`config.mk`:
```
export PLATFORM = sky130hd
export DESIGN_NAME = rvfi_trace_buffer
export DESIGN_NICKNAME = d
export VERILOG_FILES = /design/src/rtl/rvfi_trace_buffer.sv
export SDC_FILE = /design/constraint.sdc
export NUM_CORES = 2
export LEC_CHECK = 0
export ABC_AREA = 0
export CAP_MARGIN = 10
export CORE_ASPECT_RATIO = 0.7
export CORE_MARGIN = 3
export CORE_UTILIZATION = 53
export CTS_CLUSTER_DIAMETER = 40
export DETAILED_ROUTE_END_ITERATION = 7
export PLACE_DENSITY_LB_ADDON = 0.08
export SYNTH_ARGS = -nofsm -noshare
export SYNTH_HDL_FRONTEND = slang
export SYNTH_SLANG_ARGS = --single-unit
export TNS_END_PERCENT = 20
```
`constraint.sdc`:
```
create_clock -name clk -period 60.2 [get_ports clk]
set_clock_uncertainty 0.2 [all_clocks]
set_input_delay 6.02 -clock clk [delete_from_list [all_inputs] [get_ports clk]]
set_output_delay 6.02 -clock clk [all_outputs]
set_load 0.02 [all_outputs]
```
`src/rtl/rvfi_trace_buffer.sv`:
```
// RVFI retirement trace buffer: stamps each retirement with rvfi_order, normalises
// the RVFI fields, and queues records for the monitor behind a valid/ready handshake.
module rvfi_trace_buffer #(
  parameter int DEPTH = 8,
  parameter int CNT_W = 16
) (
  input  logic             clk,
  input  logic             reset,
  input  logic             ret_valid_i,
  input  logic [31:0]      ret_insn_i,
  input  logic             ret_trap_i,
  input  logic             ret_halt_i,
  input  logic             ret_intr_i,
  input  logic [1:0]       ret_mode_i,
  input  logic [4:0]       ret_rs1_addr_i,
  input  logic [4:0]       ret_rs2_addr_i,
  input  logic [4:0]       ret_rd_addr_i,
  input  logic [31:0]      ret_rs1_rdata_i,
  input  logic [31:0]      ret_rs2_rdata_i,
  input  logic [31:0]      ret_rd_wdata_i,
  input  logic [31:0]      ret_pc_rdata_i,
  input  logic [31:0]      ret_pc_wdata_i,
  input  logic [31:0]      ret_mem_addr_i,
  input  logic [31:0]      ret_mem_rdata_i,
  input  logic [31:0]      ret_mem_wdata_i,
  input  logic [3:0]       ret_mem_rmask_i,
  input  logic [3:0]       ret_mem_wmask_i,
  output logic             out_valid_o,
  input  logic             out_ready_i,
  output logic [63:0]      out_order_o,
  output logic [31:0]      out_insn_o,
  output logic             out_trap_o,
  output logic             out_halt_o,
  output logic             out_intr_o,
  output logic [1:0]       out_mode_o,
  output logic [1:0]       out_ixl_o,
  output logic [4:0]       out_rs1_addr_o,
  output logic [4:0]       out_rs2_addr_o,
  output logic [4:0]       out_rd_addr_o,
  output logic [31:0]      out_rs1_rdata_o,
  output logic [31:0]      out_rs2_rdata_o,
  output logic [31:0]      out_rd_wdata_o,
  output logic [31:0]      out_pc_rdata_o,
  output logic [31:0]      out_pc_wdata_o,
  output logic [31:0]      out_mem_addr_o,
  output logic [31:0]      out_mem_rdata_o,
  output logic [31:0]      out_mem_wdata_o,
  output logic [3:0]       out_mem_rmask_o,
  output logic [3:0]       out_mem_wmask_o,
  output logic [CNT_W-1:0] drop_cnt_o,
  output logic             overflow_o,
  output logic             halted_o
);
  localparam int AW = $clog2(DEPTH);

  typedef struct packed {
    logic [63:0] order;
    logic [31:0] insn;
    logic        trap;
    logic        halt;
    logic        intr;
    logic [1:0]  mode;
    logic [4:0]  rs1_addr;
    logic [4:0]  rs2_addr;
    logic [4:0]  rd_addr;
    logic [31:0] rs1_rdata;
    logic [31:0] rs2_rdata;
    logic [31:0] rd_wdata;
    logic [31:0] pc_rdata;
    logic [31:0] pc_wdata;
    logic [31:0] mem_addr;
    logic [31:0] mem_rdata;
    logic [31:0] mem_wdata;
    logic [3:0]  mem_rmask;
    logic [3:0]  mem_wmask;
  } rec_t;

  typedef enum logic {RUN, HALTED} state_t;

  state_t           state, state_nxt;
  logic [AW:0]      wr_ptr, rd_ptr;
  rec_t             mem [DEPTH];
  rec_t             wr_rec, head;
  logic [63:0]      order_q;
  logic [CNT_W-1:0] drop_cnt_q;
  logic             ovf_q;
  logic             empty, full, capture, pop, push, drop;

  assign empty   = (wr_ptr == rd_ptr);
  assign full    = ((wr_ptr ^ rd_ptr) == {1'b1, {AW{1'b0}}});
  assign capture = (state == RUN) && ret_valid_i;
  assign pop     = !empty && out_ready_i;
  // A full FIFO still takes the push when the head leaves in the same cycle.
  assign push    = capture && (!full || pop);
  assign drop    = capture && full && !pop;

  always_comb begin
    wr_rec           = '0;
    wr_rec.order     = order_q;
    wr_rec.insn      = ret_insn_i;
    wr_rec.trap      = ret_trap_i;
    wr_rec.halt      = ret_halt_i;
    wr_rec.intr      = ret_intr_i;
    wr_rec.mode      = ret_mode_i;
    wr_rec.rs1_addr  = ret_rs1_addr_i;
    wr_rec.rs2_addr  = ret_rs2_addr_i;
    wr_rec.rd_addr   = ret_rd_addr_i;
    wr_rec.rs1_rdata = ret_rs1_rdata_i;
    wr_rec.rs2_rdata = ret_rs2_rdata_i;
    wr_rec.rd_wdata  = (ret_rd_addr_i == '0) ? '0 : ret_rd_wdata_i;
    wr_rec.pc_rdata  = ret_pc_rdata_i;
    wr_rec.pc_wdata  = ret_pc_wdata_i;
    wr_rec.mem_addr  = (ret_mem_rmask_i == '0 && ret_mem_wmask_i == '0) ? '0 : ret_mem_addr_i;
    wr_rec.mem_rdata = (ret_mem_rmask_i == '0) ? '0 : ret_mem_rdata_i;
    wr_rec.mem_wdata = (ret_mem_wmask_i == '0) ? '0 : ret_mem_wdata_i;
    wr_rec.mem_rmask = ret_mem_rmask_i;
    wr_rec.mem_wmask = ret_mem_wmask_i;
  end

  always_ff @(posedge clk) begin
    if (push) mem[wr_ptr[AW-1:0]] <= wr_rec;
  end

  always_ff @(posedge clk) begin
    if (reset) begin
      wr_ptr     <= '0;
      rd_ptr     <= '0;
      order_q    <= '0;
      drop_cnt_q <= '0;
      ovf_q      <= 1'b0;
    end else begin
      if (push)    wr_ptr  <= wr_ptr + 1'b1;
      if (pop)     rd_ptr  <= rd_ptr + 1'b1;
      if (capture) order_q <= order_q + 64'd1;
      if (drop) begin
        ovf_q <= 1'b1;
        if (drop_cnt_q != '1) drop_cnt_q <= drop_cnt_q + CNT_W'(1);
      end
    end
  end

  // State register / next-state / outputs.
  always_ff @(posedge clk) begin
    if (reset) state <= RUN;
    else       state <= state_nxt;
  end

  always_comb begin
    state_nxt = state;
    if (state == RUN && capture && ret_halt_i) state_nxt = HALTED;
  end

  always_comb begin
    halted_o = (state == HALTED);
  end

  assign head        = empty ? '0 : mem[rd_ptr[AW-1:0]];
  assign out_valid_o = !empty;
  assign drop_cnt_o  = drop_cnt_q;
  assign overflow_o  = ovf_q;
  assign out_ixl_o   = 2'd1;

  assign out_order_o     = head.order;
  assign out_insn_o      = head.insn;
  assign out_trap_o      = head.trap;
  assign out_halt_o      = head.halt;
  assign out_intr_o      = head.intr;
  assign out_mode_o      = head.mode;
  assign out_rs1_addr_o  = head.rs1_addr;
  assign out_rs2_addr_o  = head.rs2_addr;
  assign out_rd_addr_o   = head.rd_addr;
  assign out_rs1_rdata_o = head.rs1_rdata;
  assign out_rs2_rdata_o = head.rs2_rdata;
  assign out_rd_wdata_o  = head.rd_wdata;
  assign out_pc_rdata_o  = head.pc_rdata;
  assign out_pc_wdata_o  = head.pc_wdata;
  assign out_mem_addr_o  = head.mem_addr;
  assign out_mem_rdata_o = head.mem_rdata;
  assign out_mem_wdata_o = head.mem_wdata;
  assign out_mem_rmask_o = head.mem_rmask;
  assign out_mem_wmask_o = head.mem_wmask;
endmodule

```
==> flow_metrics.tcl <==
set metrics [dict create \
    grt_max_degree 152 \
    rows 145 \
    cts-htree-levels 5 \
    pre_cts_ws_ns 47.49 \
    avgSynthCellArea_um2 21.9 \
    grt_usage 0.233 \
    finalSetupTns_ns 0 \
    io_buffers 718 \
    syn_to_final_growth_pct 18.1 \
    die_w_um 575 \
    synth_common_cells "edfxtp_1 (3040), mux4_2 (760), nor2_1 (433)" \
    slew_headroom 0.236 \
    hold_class "flop to flop" \
    synth-edff-count 3040 \
    power_density_nw_per_um2 38.4 \
    tritoncts "built" \
    leakagePower_nw 43.7 \
    synth.distinct_cells 52 \
    fin_crit_ns 12.25 \
    dp_hpwl_um 147000 \
    rsz0062_at_grt "false" \
    drive_above_1_share 0.212 \
    grt_overflow_total 0 \
    yosys_warnings 0 \
    max-vdd-ir-drop_mv 0.0344 \
    critPathLaunchType "flop" \
    fillCellCount 15376 \
    syn_nets 5823 \
    path_max_fanout 50 \
    cts.sinks 3133 \
    postSynthCellCount 5499 \
    clockBufferDepth 4 \
    synth_area_um2 120000 \
    synth_top_area_frac 0.760 \
    synthTopCellsByArea "edfxtp_1 (76%), mux4_2 (14%), mux2i_1 (3.2%)" \
    via_per_inst 5.94 \
    gp_congestion 0.757 \
    arrival_ns 6.03 \
    min_delay_path_depth 2 \
    cts_resized 0 \
    rr_worst_depth 10 \
    grt_pass1_wl_um 403000 \
    regArea_um2 93200 \
    drtIter0Drc 5128 \
    hold_viol_final 0 \
    ys_ff_latch 3133 \
    cts_setup_buffers 0 \
    tightest_slew_ns 1.15 \
    stdcell_count 9660 \
    status "finished, final reports clean" \
    ios 721 \
    min_to "overflow_o" \
    start_util 0.536 \
    worst-setup-path-type "flop to output port" \
    reg2reg_to "mem[1][97]" \
    end_kind "output port" \
    ys_seq_area_frac 0.775 \
    r2r-start "wr_ptr[0]" \
    drtAntennaViolNets 0 \
    synth-main-ff-cell "edfxtp_1" \
    clkTransAtPathRegs_ns 0.06 \
    cap_violations 0 \
    multi_input_area_um2 25900 \
    via_count 57373 \
    numCtsBuffers 338 \
    layout.nets 6683 \
    clk_latency_ns 0.82 \
    first_global_vias 59685 \
    setup_ws_ns 47.95 \
    die_area_um2 233000 \
    setup_viol 0 \
    async_flop_share 0 \
    die_h_um 404 \
    finalMaxSlewViolations 0 \
    fin_crit_sh 0.203 \
    yosysMostFrequentCell "edfxtp_1" \
    first_pass_iters 5 \
    clock.fmax_mhz 81.7 \
    drc 0 \
    required_ns 53.98 \
    place_inst 9032 \
    cts-root-buf "clkbuf_16" \
    wire_per_inst_um 28.2 \
    rrSetupSlack_ns 53.76 \
    min-delay-start "overflow_o" \
    coreArea_um2 224000 \
    synth.largest_area_cell "edfxtp_1" \
    antenna_found_initial 54 \
    drt-total-wl_um 272000 \
    cts_hold_buf 0 \
]
==> worst max-delay path by stage <==
| stage | cells after the start | slack (ns) | start | to |
|---|---|---|---|---|
| 2_1_floorplan | 4 | 12.96 | ret_valid_i | mem[2][0] |
| 3_3_place_gp | 10 | 47.59 | ret_valid_i | mem[1][169] |
| 3_5_place_dp | 10 | 47.49 | ret_valid_i | mem[1][171] |
| 4_1_cts | 7 | 47.67 | flop | out_mem_rdata_o[30] |
| 5_1_grt | 7 | 47.29 | flop | out_mem_rdata_o[30] |
| 6_report | 7 | 47.95 | flop | out_mem_rdata_o[30] |
==> stage by stage <==
stage	hold slack [ns]	util	power (W)	instance area [um^2]
after floorplan	0.270	-	0.00314	120000
after global placement	0.233	0.584	0.00348	131000
after detailed placement	0.252	0.584	0.00348	131000
after CTS	0.261	0.633	0.00552	142000
after global routing	0.282	0.633	0.00566	142000
final	0.265	0.633	0.00546	142000
==> placed cells by master (no fill, tap or decap), types with 9 or more instances in the layout <==
master / synthesis / routed
a21oi_1: 50 / 49
and2_1: 34 / 34
buf_12: 0 / 16
buf_4: 2 / 78
bufinv_16: 0 / 27
clkbuf_1: 148 / 51
clkbuf_16: 0 / 347
clkdlybuf4s50_1: 0 / 717
clkinv_1: 0 / 40
clkinv_2: 0 / 34
clkinv_4: 0 / 19
clkinvlp_4: 0 / 31
dfxtp_1: 93 / 90
diode_2: 0 / 23
edfxtp_1: 3040 / 3040
inv_1: 13 / 13
inv_6: 0 / 36
inv_8: 0 / 9
mux2i_1: 382 / 382
mux4_2: 760 / 760
nand2_1: 32 / 31
nand3_1: 35 / 35
nand4_1: 21 / 21
nor2_1: 433 / 432
nor2b_1: 104 / 104
nor3_1: 11 / 9
nor4_1: 12 / 9
o21ai_0: 14 / 14
o21ai_1: 10 / 10
o31ai_1: 19 / 19
or3_1: 25 / 25
or4_1: 22 / 22
xnor2_1: 20 / 20
xor2_1: 17 / 17
==> final cells by class <==
cell class / count / area share
diodes: 23 / 0.000405
clock buffers: 401 / 0.0628
clock inverters: 204 / 0.0148
inverters: 13 / 0.000344
multi-input cells: 2062 / 0.182
flip-flops and latches: 3133 / 0.656
well taps: 3013 / 0.0266
repair buffers: 811 / 0.0569
==> worst max-delay path: stages (launching register included) <==
cell	delay (ns)
dfxtp_4	0.98
buf_4	0.82
buf_4	0.75
buf_4	0.93
mux4_2	0.60
mux2i_1	0.29
nor2_1	0.07
clkdlybuf4s50_1	0.67
==> power by group <==
group | switching, W | total [W] | internal (W)
clock network | 0.000852 | 0.00204 | 0.00119
logic | 0.000528 | 0.000955 | 0.000426
registers | 0.0000177 | 0.00246 | 0.00244
==> metal layers <==
metal | wire length (um) | global-route usage
met1 | 114000 | 0.331
met5 | 137 | 0
met3 | 16900 | 0.0453
met2 | 134000 | 0.377
met4 | 6840 | 0.0614
==> sequential cells by signal, summed over array words and instances, names as in the netlist, named ones only <==
name,cells
overflow_o,1
mem,3040
rd_ptr,4
wr_ptr,4
order_q,64
halted_o,1
drop_cnt_o,16
==> kinds of logic (layout without fill, tap and decap cells) <==
family,count (synthesis),count (layout),synth area share
AO/OA/AOI/OAI,96,96,0.00448
XOR/XNOR,37,37,0.00270
adder cells (fa/ha/maj),4,4,0.000416
buffers and inverters,304,1429,0.0105
flip-flops,3133,3133,0.775
multiplexers,1148,1148,0.175
other,2,25,0.0000625
AND/OR/NAND/NOR,775,775,0.0320
(Power assumes the default switching activity.)
